File: config.mk
export PLATFORM = sky130hd
export DESIGN_NAME = frame_pipeline_ctrl
export DESIGN_NICKNAME = d
export VERILOG_FILES = /design/src/rtl/frame_pipeline_ctrl.sv
export SDC_FILE = /design/constraint.sdc
export NUM_CORES = 1
export LEC_CHECK = 0
export ABC_AREA = 0
export BUFFER_PORTS_ARGS = -buffer_cell sky130_fd_sc_hd__clkbuf_2
export CAP_MARGIN = 20
export CORE_MARGIN = 3
export CORE_UTILIZATION = 40
export CTS_CLUSTER_DIAMETER = 100
export DETAILED_ROUTE_END_ITERATION = 12
export PLACE_DENSITY = 0.59
export RECOVER_POWER = 25
export SLEW_MARGIN = 20
export SYNTH_ARGS = -nofsm -noshare
export SYNTH_HDL_FRONTEND = slang
export SYNTH_SLANG_ARGS = --single-unit
export TNS_END_PERCENT = 1
File: constraint.sdc
create_clock -name clk -period 2.9 [get_ports clk]
set_clock_uncertainty 0.2 [all_clocks]
set_input_delay 0 -clock clk [delete_from_list [all_inputs] [get_ports clk]]
set_output_delay 0 -clock clk [all_outputs]
set_load 0.01 [all_outputs]
File: src/rtl/frame_pipeline_ctrl.sv
// Per-frame sequencer for the crop-filter -> norm_reader -> output-FIFO path.
// Accepts a frame request when both stages are ready, latches the
// normalization denominator, fires both ap_start pulses together, then waits
// for crop-filter completion and a full frame of norm_reader output beats.
// A watchdog aborts a hung frame and pulses a downstream synchronous reset.
//
// state | meaning
// ------+--------------------------------------------------------------
// IDLE  | waiting for frame_req with both stages ready
// START | one-cycle ap_start pulse to crop-filter and norm_reader
// RUN   | tracking cf_ap_done and counting output beats; watchdog armed
// DONE  | one-cycle frame_done pulse; completed-frame count advances
// ERR   | one-cycle frame_err and ds_srst pulse after a stall
module frame_pipeline_ctrl #(
  parameter int PIXEL_BIT_WIDTH = 10,
  parameter int OUT_ROWS        = 10,
  parameter int OUT_COLS        = 10,
  parameter int TIMEOUT_CYCLES  = 65536,
  parameter int FRAME_CNT_WIDTH = 16
) (
  input  logic                       clk,
  input  logic                       s_axis_resetn,
  input  logic                       frame_req,
  input  logic [PIXEL_BIT_WIDTH-1:0] cfg_norm_denominator,
  output logic                       busy,
  output logic                       frame_done,
  output logic                       frame_err,
  output logic [FRAME_CNT_WIDTH-1:0] frame_count,
  output logic [PIXEL_BIT_WIDTH-1:0] norm_denominator,
  output logic                       cf_ap_start,
  input  logic                       cf_ap_ready,
  input  logic                       cf_ap_done,
  output logic                       nr_ap_start,
  input  logic                       nr_ap_ready,
  input  logic                       nr_m_tvalid,
  input  logic                       nr_m_tready,
  output logic                       ds_srst
);

  localparam int N  = OUT_ROWS * OUT_COLS;
  localparam int BW = $clog2(N + 1);
  localparam int WW = $clog2(TIMEOUT_CYCLES + 1);
  localparam logic [BW-1:0] N_B = BW'(N);
  localparam logic [WW-1:0] T_W = WW'(TIMEOUT_CYCLES);

  typedef enum logic [2:0] {IDLE, START, RUN, DONE, ERR} state_t;

  state_t                       state_q, state_d;
  logic [BW-1:0]                beat_q, beat_d;
  logic [WW-1:0]                wd_q, wd_d;
  logic                         seen_q, seen_d;
  logic [PIXEL_BIT_WIDTH-1:0]   denom_q, denom_d;
  logic [FRAME_CNT_WIDTH-1:0]   cnt_q, cnt_d;
  logic                         busy_q, busy_d;
  logic                         start_q, start_d;
  logic                         done_q, done_d;
  logic                         err_q, err_d;

  logic          beat;
  logic          activity;
  logic [BW-1:0] beat_nxt;
  logic [WW-1:0] wd_inc;
  logic          complete;

  // Next-state, counters and registered-output decode.
  always_comb begin
    state_d  = state_q;
    beat_d   = beat_q;
    wd_d     = wd_q;
    seen_d   = seen_q;
    denom_d  = denom_q;
    cnt_d    = cnt_q;

    beat     = nr_m_tvalid && nr_m_tready;
    activity = beat || cf_ap_done;
    // Saturate at N so trailing beats never push the count past a frame.
    beat_nxt = (beat && (beat_q != N_B)) ? beat_q + 1'b1 : beat_q;
    wd_inc   = wd_q + 1'b1;
    complete = (seen_q || cf_ap_done) && (beat_nxt == N_B);

    case (state_q)
      IDLE: begin
        if (frame_req && cf_ap_ready && nr_ap_ready) begin
          state_d = START;
          denom_d = cfg_norm_denominator;
          beat_d  = '0;
          seen_d  = 1'b0;
        end
      end
      START: begin
        state_d = RUN;
        wd_d    = '0;
      end
      RUN: begin
        seen_d = seen_q || cf_ap_done;
        beat_d = beat_nxt;
        wd_d   = activity ? '0 : wd_inc;
        if (complete) begin
          state_d = DONE;
          cnt_d   = cnt_q + 1'b1;
        end else if (!activity && (wd_inc == T_W)) begin
          state_d = ERR;
        end
      end
      DONE:    state_d = IDLE;
      ERR:     state_d = IDLE;
      default: state_d = IDLE;
    endcase

    busy_d  = (state_d == START) || (state_d == RUN);
    start_d = (state_d == START);
    done_d  = (state_d == DONE);
    err_d   = (state_d == ERR);
  end

  // State, counter and output registers.
  always_ff @(posedge clk or negedge s_axis_resetn) begin
    if (!s_axis_resetn) begin
      state_q <= IDLE;
      beat_q  <= '0;
      wd_q    <= '0;
      seen_q  <= 1'b0;
      denom_q <= '0;
      cnt_q   <= '0;
      busy_q  <= 1'b0;
      start_q <= 1'b0;
      done_q  <= 1'b0;
      err_q   <= 1'b0;
    end else begin
      state_q <= state_d;
      beat_q  <= beat_d;
      wd_q    <= wd_d;
      seen_q  <= seen_d;
      denom_q <= denom_d;
      cnt_q   <= cnt_d;
      busy_q  <= busy_d;
      start_q <= start_d;
      done_q  <= done_d;
      err_q   <= err_d;
    end
  end

  assign busy             = busy_q;
  assign frame_done       = done_q;
  assign frame_err        = err_q;
  assign ds_srst          = err_q;
  assign frame_count      = cnt_q;
  assign norm_denominator = denom_q;
  assign cf_ap_start      = start_q;
  assign nr_ap_start      = start_q;

endmodule

# Word level (Yosys, flattened, before mapping)
# Index checks and enable logic that the tools add are counted.
# W data, S select, Z words.
[totals]
register_bits = 58
inputBits = 18
output_inout_bits = 32
word_cells = 50
[op_classes]
n_addsub = 3
n_eq_ne = 10
muxes = 11
reduce_logical = 16
[op_table]
columns = ["operator", "n"]
rows = [
  ["$pmux W17 S2", 1],
  ["$add A17 B1 Y17 const B", 1],
  ["$eq A17 B17 Y1 const B", 1],
  ["$mux W17", 1],
  ["$add A16 B1 Y16 const B", 1],
  ["$mux W7", 2],
  ["$pmux W7 S2", 1],
  ["$eq A3 B2 Y1 const B", 3],
  ["$mux W3", 3],
  ["$pmux W3 S3", 1],
  ["$add A7 B1 Y7 const B", 1],
  ["$eq A7 B7 Y1 const B", 1],
  ["$ne A7 B7 Y1 const B", 1],
  ["$eq A3 B1 Y1 const B", 2],
  ["$logic_and A1 B1 Y1", 6],
  ["$reduce_and A2 Y1", 3],
  ["$reduce_bool A2 Y1", 2],
  ["$eq A3 B3 Y1 const B", 1],
  ["$logic_not A3 Y1", 1],
  ["$logic_or A1 B1 Y1", 3],
  ["$ne A2 B2 Y1 const B", 1],
  ["$pmux W1 S2", 1],
  ["$logic_not A1 Y1", 1],
  ["$mux W1", 1],
]

# Depth between registers and ports, before layout
# Gate-level depths: netlist of the first run.
[depth]
depth_word = 9
mapped_depth = 9
depth_no_buf = 8

# Worst setup path before layout of the first run
# No wires, ideal clock.
[synth_path]
kind = "register to register"
start = "register beat_q[0]"
end = "register cnt_q[1] (netlist: frame_count[1])"
setup_time_ns = 0.125
t_arrival_ns = 1.980
required_time_ns = 2.575
setup_slack_ns = 0.595
path_stages_with_launch = 9
n_path_buf = 1
synth_period_minus_slack_ns = 2.305
path_cell_list = "dfrtp_1 -> ha_1 -> nand3_1 -> or3_1 -> a21oi_1 -> nand4_1 -> buf_6 -> nor2_4 -> mux2_2"
[synth_via]
elab_chain_len = 6
elab_cells_between_ends = 7
cone_classes = "add/sub (1); eq/ne (2); mux (1); reduce/logical (3)"
[synth_lines]
columns = ["element", "line", "source"]
rows = [
  ["start, declared", "49", "logic [BW-1:0] beat_q, beat_d;"],
  ["start signal, assigned", "131", "beat_q <= beat_d;"],
  ["branches (longest 2 deep; another with $add A7 B1 Y7)", "-", ""],
  ["$mux W7 *", "77", "beat_nxt = (beat && (beat_q != N_B)) ? beat_q + 1'b1 : beat_q;"],
  ["$eq A7 B7 Y1 *", "79", "complete = (seen_q || cf_ap_done) && (beat_nxt == N_B);"],
  ["$logic_and A1 B1 Y1 *", "79", ""],
  ["$reduce_and A2 Y1 (no source line) *", "-", ""],
  ["end signal, assigned", "135", "cnt_q <= cnt_d;"],
  ["end, declared", "53", "logic [FRAME_CNT_WIDTH-1:0] cnt_q, cnt_d;"],
]
# Every way passes the cells marked *.
# A chain may end at the register's enable or synchronous reset.

# Final worst setup path of the first run
[layout_path]
start = "register beat_q[1]"
end = "register cnt_q[1] (netlist: frame_count[1])"
# Same word-level chain as after synthesis.

==> results of run 1 <==
-- synthesized netlist by cell type, types with 5 or more instances --
cell / number / area share
dfrtp_1: 58 / 0.45
nand2_1: 58 / 0.067
o21ai_0: 30 / 0.047
nor2_1: 20 / 0.023
nand3_1: 16 / 0.025
xor2_1: 16 / 0.043
nor3_1: 14 / 0.022
a21oi_1: 12 / 0.019
a31oi_1: 11 / 0.021
inv_1: 11 / 0.013
and3_1: 10 / 0.019
clkbuf_1: 9 / 0.010
nand4_1: 9 / 0.017
buf_2: 5 / 0.0078
buf_4: 5 / 0.012
o31ai_1: 5 / 0.012
-- layout make-up --
cell class,count,area share
multi-input cells,257,0.4143
clock buffers,10,0.03281
inverters,11,0.01061
flip-flops and latches,58,0.3731
repair buffers,71,0.1132
clock inverters,6,0.02316
well taps,102,0.03281
-- power groups by stage --
| stage | Clock [mW] | Combinational (mW) | Sequential (mW) |
|---|---|---|---|
| 5_1_grt | 0.888 | 0.761 | 1.09 |
| 6_report | 0.832 | 0.668 | 1.06 |
| 2_1_floorplan | 0 | 0.428 | 1.08 |
| 4_1_cts | 0.857 | 0.689 | 1.06 |
| 3_5_place_dp | 0 | 0.672 | 1.07 |
| 3_3_place_gp | 0 | 0.658 | 1.07 |
-- registers in the layout, summed over array words and instances (netlist names) --
signal,cells
cf_ap_start,1
state_q,3
busy,1
beat_q,7
frame_done,1
norm_denominator,10
seen_q,1
wd_q,17
ds_srst,1
frame_count,16
-- layer usage --
metal	part of all wire	GRT usage
met2	0.47	0.2774
met4	0.0079	0.07820
met3	0.046	0.02737
met1	0.48	0.2536
met5	0	0
-- through the flow --
stage | power [mW] | instances | hold slack [ns] | area, µm²
final | 2.563 | 515 | 0.04913 | 3890
after detailed placement | 1.741 | 483 | -0.1915 | 3535
after CTS | 2.608 | 515 | 0.003822 | 3913
after global routing | 2.737 | 515 | 0.05722 | 3890
after floorplan | 1.505 | 348 | -0.4956 | 3227
after global placement | 1.727 | 483 | -0.1806 | 3535
-- cell usage in the layout (no fill, tap or decap), types with 12 or more instances in the layout --
cell type | Yosys | routed
a21oi_1 | 12 | 12
clkbuf_1 | 9 | 19
clkbuf_2 | 0 | 31
dfrtp_1 | 58 | 58
dlygate4sd3_1 | 0 | 16
nand2_1 | 58 | 58
nand3_1 | 16 | 16
nor2_1 | 20 | 20
nor3_1 | 14 | 14
o21ai_0 | 30 | 30
xor2_1 | 16 | 16
-- worst max-delay path: stages, from the launching register on --
cell	delay (ns)
dfrtp_1	0.47
ha_1	0.29
nand3_1	0.13
or3_1	0.41
a21oi_1	0.16
nand4_1	0.17
buf_12	0.21
nor2_4	0.10
mux2_2	0.34
-- worst paths after layout --
path	startpoint	slack [ns]	cells after the start	to
setup / recovery	beat_q[1]$_DFFE_PN0P_	0.30	8	frame_count[1]$_DFFE_PN0P_
hold / removal	nr_m_tvalid	0.05	4	beat_q[4]$_DFFE_PN0P_
setup reg to reg	beat_q[1]$_DFFE_PN0P_	0.30	8	frame_count[1]$_DFFE_PN0P_
hold reg to reg	norm_denominator[3]$_DFFE_PN0P_	0.28	2	norm_denominator[3]$_DFFE_PN0P_
max in group asynchronous	s_axis_resetn	1.12	3	wd_q[9]$_DFFE_PN0P_
min in group asynchronous	s_axis_resetn	0.25	2	beat_q[0]$_DFFE_PN0P_
-- kinds of logic (layout without fill, tap and decap cells) --
family / after synthesis / in the layout / synth area share
xor+xnor: 19 / 19 / 0.05157
buf+inv: 33 / 98 / 0.05079
compound gates: 79 / 79 / 0.1598
fa+ha+maj: 4 / 4 / 0.01551
mux: 3 / 3 / 0.01008
flops: 58 / 58 / 0.4498
simple gates: 152 / 152 / 0.2625
-- timing repair --
action	4_1_cts	5_1_grt
hold buffers	16	0
endpoints found under the setup margin	0	0
hold endpoints to repair	33	0
==> impl_metrics.ini, run 1 <==
[drt]
wl_mm = 7.633
wl_per_cell_um = 14.82
drc = 0
firstDrtPassIters = 4
vias_per_cell = 5.305
drt_iter0_markers = 163
dr_total_vias = 2732
ant_nets = 0

[finish]
multi_input_area_mm2 = 0.001612
seqCellArea_mm2 = 0.001451
utilization = 0.5008
layout.nets = 430
fillers = 773
area_delta_synth_final_pct = 20.55
antenna_cells = 0
drive_gt1_frac = 0.1719

[power_and_ir_drop]
power_switching_mw = 0.9027
internal-power_mw = 1.661
vdd.ir_drop.worst_mv = 0.3451
p_leak_nw = 1.806
comb_power_share = 0.261
power_frac_seq = 0.415
switching_share = 0.3521
clkPwrFrac = 0.324
powerDensity_mw_per_mm2 = 659.0

[sta]
hold_viol = 0
fmax_mhz = 385.3
slew_headroom = 0.2065
setup_viol = 0
setup_tns_ns = 0
period_minus_slack_ns = 2.595
final.setup.worst_slack_ns = 0.3048
slew_violations = 0
rsz0062_at_grt = false
period_share = 0.8949
tightest_slew_ns = 1.190

[clock_network]
cts.sinks = 58
cts_buffer_depth = 2
post_cts_buffers = 0
cts_inserted_buffers = 9
clk_pin_slew_ns = 0.08
cts_resized = 0
cts_tree = yes
insertion_delay_ns = 0.33
h-tree-depth = 3
cts-root-buf = clkbuf_8

[global_routing]
grt_max_degree = 39
grt_remaining_overflow = 0
grt_pass1_vias = 2721
grt_use_total = 0.1808
antenna_found_initial = 0
grt_pass1_wl_mm = 13.00

[die]
initial_core_util = 0.4154
rows = 32
die_x_um = 95.82
core_region_area_mm2 = 0.007767
io-pin-count = 50
die_y_um = 95.82
die_area_mm2 = 0.009181

[logic_synthesis]
synthArstFlopShare = 1.000
postSynthCellCount = 348
yosysWarnings = 0
synthDistinctLibCells = 54
syn_avg_cell_area_um2 = 9.273
syn_area_mm2 = 0.003227
synth_edf_count = 0
yosys_register_bits = 58
synth_nets = 370
synth_flop_cell = dfrtp_1
seq_area_frac_synth = 0.4498

[worst_setup_path]
critical_path_arrival_ns = 2.62
cp_max_fo = 20
crit_type = flop to flop
startpoint_type = flop
crit_required_ns = 2.92
setup.worst_path.end_class = flop

[placement]
port_buffers = 49
place.detailed.hpwl_mm = 5.069
gp_congestion = 0.9115
place_worst_setup_slack_ns = 0.3399

[run]
drv_cap = 0

[outcome]
outcome = finished clean

[hold_path]
hold_class = input port to flop
Power figures use the tool's default switching activity.
==> run 2, diff against run 1 <==
- CORE_UTILIZATION: 40 -> 44
- GPL_TIMING_DRIVEN: not set -> 0
- PLACE_DENSITY: 0.59 -> 0.63
==> run 2 against run 1 <==
- clock power decreased by 22%
- hold slack got worse by 0.021 ns
- the flow now finishes with violations (max-capacitance violations, max-slew violations)
- fmax increased by 1.6%
- register-to-register slack improved by 0.04 ns
- first-iteration DRC count decreased by 25%
- routed wire length decreased by 1.8%
- sequential cell count unchanged
- setup slack improved by 0.040 ns
==> impl_metrics.ini, run 2 (synthesis gave the netlist of run 1 again) <==
[drt]
vias_per_cell = 5.402
wl_mm = 7.493
wl_per_cell_um = 14.19
drt_iter0_markers = 122
dr_total_vias = 2852
ant_nets = 0
firstDrtPassIters = 5
drc = 0

[finish]
layout_common_cells = nand2_1 (58), dfrtp_1 (58), clkbuf_2 (48)
largest_reg_flops = 17
layout.nets = 450
drive_gt1_frac = 0.2199
antenna_cells = 0
fillers = 641
utilization = 0.5699
area_delta_synth_final_pct = 22.64
largest-register = wd_q

[die]
initial_core_util = 0.4647
rows = 30
die_y_um = 91.64
die_area_mm2 = 0.008397
io-pin-count = 50
die_x_um = 91.64
core_region_area_mm2 = 0.006944

[sta]
tightest_slew_ns = 2.031
slew_violations = 39
fmax_mhz = 391.4
period_minus_slack_ns = 2.555
period_share = 0.8811
rsz0062_at_grt = false
setup_viol = 0
slew_headroom = -0.3542
setup_tns_ns = 0
hold_viol = 0

[clock_network]
cts_inserted_buffers = 9
post_cts_buffers = 0
cts_tree = yes
cts-root-buf = clkbuf_8
cts.sinks = 58
insertion_delay_ns = 0.34
cts_resized = 0
h-tree-depth = 3
cts_buffer_depth = 2
clk_pin_slew_ns = 0.07

[placement]
port_buffers = 49
place.detailed.hpwl_mm = 5.160
gp_congestion = 0.8925

[global_routing]
antenna_found_initial = 0
grt_pass1_vias = 2752
grt_use_total = 0.1880
grt_max_degree = 39
grt_pass1_wl_mm = 12.92
grt_remaining_overflow = 0

[worst_setup_path]
startpoint_type = flop
setup.worst_path.end_class = flop
crit_required_ns = 2.94
cp_max_fo = 10
critical_path_arrival_ns = 2.59
worstPathCellList = ha_1, nand3_1, or3_1, a21oi_1, nand4_1, buf_6, nor2_4, mux2_2
crit_slowest_cell = dfrtp_1
max_stage_delay_ns = 0.46
cp-startpoint = beat_q[0]$_DFFE_PN0P_
crit_type = flop to flop
r2r_start = beat_q[0]$_DFFE_PN0P_

[hold_path]
hold_class = input port to flop
hold_start = frame_req

[outcome]
violations = max-capacitance violations, max-slew violations
outcome = finished with violations

[power_and_ir_drop]
powerDensity_mw_per_mm2 = 613.7
vdd.ir_drop.worst_mv = 0.4033
p_leak_nw = 1.888

[run]
drv_cap = 1
-- run 2: cell types whose count changed in the layout (fill, tap and decap cells not counted), moves of 2 or more --
cell / before / now
dlygate4sd3_1: 16 / 19
buf_2: 0 / 5
buf_6: 0 / 2
clkbuf_1: 19 / 10
clkbuf_2: 31 / 48
bufinv_16: 2 / 0
clkinvlp_4: 1 / 3
-- run 2: critical path: cells and delay by family, from the launching register on --
kind	cells	cell delay (ns)
adders and majority gates	1	0.27
buffers and inverters	1	0.20
DFF	1	0.46
AOI/OAI and AO/OA	1	0.18
muxes	1	0.34
and+or+nand+nor	4	0.79
-- run 2: area by class of cell --
class / instances / area, µm² / area share
clock buffers: 9 / 123.9 / 0.03130
plain buffers: 22 / 122.6 / 0.03098
multi-input cells: 257 / 1612 / 0.4072
clock inverters: 6 / 45.04 / 0.01138
well taps: 96 / 120.1 / 0.03035
flip-flops and latches: 58 / 1451 / 0.3667
repair buffers: 69 / 441.7 / 0.1116
inverters: 11 / 41.29 / 0.01043
-- run 2: power breakdown --
part / leakage [nW] / switching (mW) / internal, mW
registers: 0.777 / 0.107 / 0.938
logic: 1.03 / 0.456 / 0.276
clock network: 0.0773 / 0.347 / 0.305
-- run 2: timing repair --
action / in CTS / in global routing
endpoints found under the hold margin: 77 / 0
endpoints found under the setup margin: 0 / 0
hold buffers: 19 / 0
-- run 2: layer usage --
layer | GRT usage | vias to the layer above | part of all wire
li1 | - | 1400 | -
met3 | 0.03117 | 10 | 0.038
met1 | 0.2520 | 1374 | 0.48
met2 | 0.3007 | 68 | 0.47
met4 | 0.07915 | 0 | 0.017
met5 | 0 | - | 0
-- run 2: worst paths after layout --
kind	depth (start not counted)	slack [ns]	end
worst max-delay path	8	0.34	frame_count[1]$_DFFE_PN0P_
max in group asynchronous	3	0.62	norm_denominator[3]$_DFFE_PN0P_
worst min register to register	1	0.27	frame_count[15]$_DFFE_PN0P_
min in group asynchronous	3	0.70	beat_q[0]$_DFFE_PN0P_
worst max register to register	8	0.34	frame_count[1]$_DFFE_PN0P_
worst min-delay path	6	0.03	norm_denominator[0]$_DFFE_PN0P_
-- run 2: stage by stage --
| step | instances | area, µm² | hold WS (ns) | power (mW) | worst slack, ns |
|---|---|---|---|---|---|
| 2_1_floorplan | 348 | 3227 | -0.4956 | 1.505 | 0.5953 |
| 3_3_place_gp | 493 | 3592 | -0.008962 | 1.742 | 0.3927 |
| 3_5_place_dp | 494 | 3615 | -0.2571 | 1.761 | 0.3903 |
| 4_1_cts | 528 | 3974 | 0.0005371 | 2.447 | 0.3678 |
| 5_1_grt | 528 | 3958 | 0.1456 | 2.609 | 0.1091 |
| 6_report | 528 | 3958 | 0.02847 | 2.429 | 0.3449 |
==> run 3, diff against run 2 <==
- CELL_PAD_IN_SITES_DETAIL_PLACEMENT: not set -> 1
- CELL_PAD_IN_SITES_GLOBAL_PLACEMENT: not set -> 1
- CORE_ASPECT_RATIO: not set -> 0.9
- CORE_UTILIZATION: 44 -> 43
- PLACE_DENSITY: 0.63 -> 0.78
==> run 3 against run 2 <==
- the run now ends clean
- global-route usage increased by 5.1 points
- routed wire length increased by 25%
- cell count increased by 0.19%
- core utilization decreased by 0.30 points
- combinational power increased by 2%
- via count increased by 4.3%
- clock-buffer cell count increased by 3
- critical path depth decreased by 2
- sequential power about the same
- setup slack got worse by 0.17 ns
==> impl_metrics.ini, run 3 (synthesis gave the netlist of run 1 again) <==
[outcome]
outcome = finished clean

[drt]
drt_iter0_markers = 119
wl_mm = 9.385
vias_per_cell = 5.626
firstDrtPassIters = 4
ant_nets = 0
drc = 0
wl_per_cell_um = 17.74
dr_total_vias = 2976

[sta]
slew_headroom = 0.3388
setup_tns_ns = 0
period_minus_slack_ns = 2.726
slew_violations = 0
period_share = 0.9399
tightest_slew_ns = 0.9918
hold_viol = 0
rsz0062_at_grt = false
setup_viol = 0
fmax_mhz = 366.9

[worst_setup_path]
worstPathCellList = or4_1, inv_1, nand2_1, dlygate4sd3_1, nand2_1, dlygate4sd3_1
critical_path_arrival_ns = 2.80
crit_type = flop to flop
startpoint_type = flop
max_stage_delay_ns = 0.63
setup.worst_path.end_class = flop
cp_max_fo = 6
crit_slowest_cell = or4_1
crit_required_ns = 2.97
r2r_cells = 6

[run]
drv_cap = 0

[clock_network]
clk_pin_slew_ns = 0.07
cts_buffer_depth = 2
insertion_delay_ns = 0.34
cts_tree = yes
cts_inserted_buffers = 9
h-tree-depth = 3
cts.sinks = 58
post_cts_buffers = 0
cts-root-buf = clkbuf_8

[die]
die_y_um = 88.18
rows = 29
initial_core_util = 0.4491
core_region_area_mm2 = 0.007184
io-pin-count = 50
die_x_um = 97.32
die_area_mm2 = 0.008581

[finish]
fillers = 835
largest-register = wd_q
utilization = 0.5669
fin_cells = 529
layout.nets = 453
drive_gt1_frac = 0.1674
layout_common_cells = nand2_1 (58), dfrtp_1 (58), clkbuf_1 (34)
area_delta_synth_final_pct = 26.21
fin_area_mm2 = 0.004073
antenna_cells = 0
largest_reg_flops = 17

[global_routing]
grt_use_total = 0.2392
grt_max_degree = 41
antenna_found_initial = 0
grt_remaining_overflow = 0
grt_pass1_wl_mm = 16.37
grt_pass1_vias = 3246

[power_and_ir_drop]
vdd.ir_drop.worst_mv = 0.3977
powerDensity_mw_per_mm2 = 702.8
p_leak_nw = 1.882

[placement]
dp.cells = 491
place.detailed.hpwl_mm = 6.215
gp_congestion = 0.8080
place_area_mm2 = 0.003611
port_buffers = 49

[hold_path]
hold_class = input port to flop
hold_depth = 4
run 3: cell types whose count changed in the layout (fill, tap and decap cells not counted), sizes merged:
| cell | change |
|---|---|
| bufinv | +4 |
| clkinv | -3 |
| clkinvlp | -3 |
| dlygate4sd3 | +3 |
| clkbuf | +3 |
run 3: routing by layer:
layer  vias up  track usage  part of all wire
met5         -            0                 0
met4         0      0.08050             0.016
met2        61       0.4085              0.48
met1      1496       0.3035              0.47
li1       1404            -                 -
met3        15      0.05653             0.042
run 3: metrics by stage:
stage / hold WS, ns / total power, mW / worst slack [ns]
6_report: 0.2006 / 2.862 / 0.1744
3_5_place_dp: -0.2600 / 1.790 / 0.3156
2_1_floorplan: -0.4956 / 1.505 / 0.5953
3_3_place_gp: -0.01047 / 1.748 / 0.3380
4_1_cts: 0.1725 / 2.899 / 0.2722
5_1_grt: 0.2043 / 3.052 / 0.05594
run 3: layout make-up:
class / count / area, µm² / share of cell area
timing repair buffer: 72 / 439.2 / 0.1078
clock inverter: 4 / 120.1 / 0.02949
tap: 93 / 116.4 / 0.02857
buffer: 22 / 122.6 / 0.03011
inverter: 11 / 41.29 / 0.01014
sequential: 58 / 1451 / 0.3564
clock buffer: 12 / 165.2 / 0.04055
multi-input combinational: 257 / 1617 / 0.3969
run 3: path summary, 6_finish.rpt:
check / from / to / slack (ns)
setup reg to reg: state_q[2]$_DFF_PN0_ / norm_denominator[9]$_DFFE_PN0P_ / 0.17
setup / recovery: state_q[2]$_DFF_PN0_ / norm_denominator[9]$_DFFE_PN0P_ / 0.17
max in group asynchronous: s_axis_resetn / wd_q[3]$_DFFE_PN0P_ / 0.61
hold / removal: cfg_norm_denominator[6] / norm_denominator[6]$_DFFE_PN0P_ / 0.20
hold reg to reg: frame_count[15]$_DFFE_PN0P_ / frame_count[15]$_DFFE_PN0P_ / 0.27
min in group asynchronous: s_axis_resetn / beat_q[4]$_DFFE_PN0P_ / 0.88
run 3: repair_timing:
item,CTS,global route
gates resized for setup,0,1
hold endpoints to repair,77,0
setup endpoints to repair,0,1
hold buffers,22,0
run 3: power by group:
part           total (mW)  switching (mW)  leakage, nW  internal, mW
Clock                1.06           0.333        0.143         0.729
Sequential           1.05           0.113        0.777         0.938
Combinational       0.749           0.489        0.962         0.260
run 3: critical path, delay by kind of cell, from the launching register on:
family / cells / cell delay [ns]
flops: 1 / 0.45
buf+inv: 3 / 1.25
simple gates: 3 / 0.76
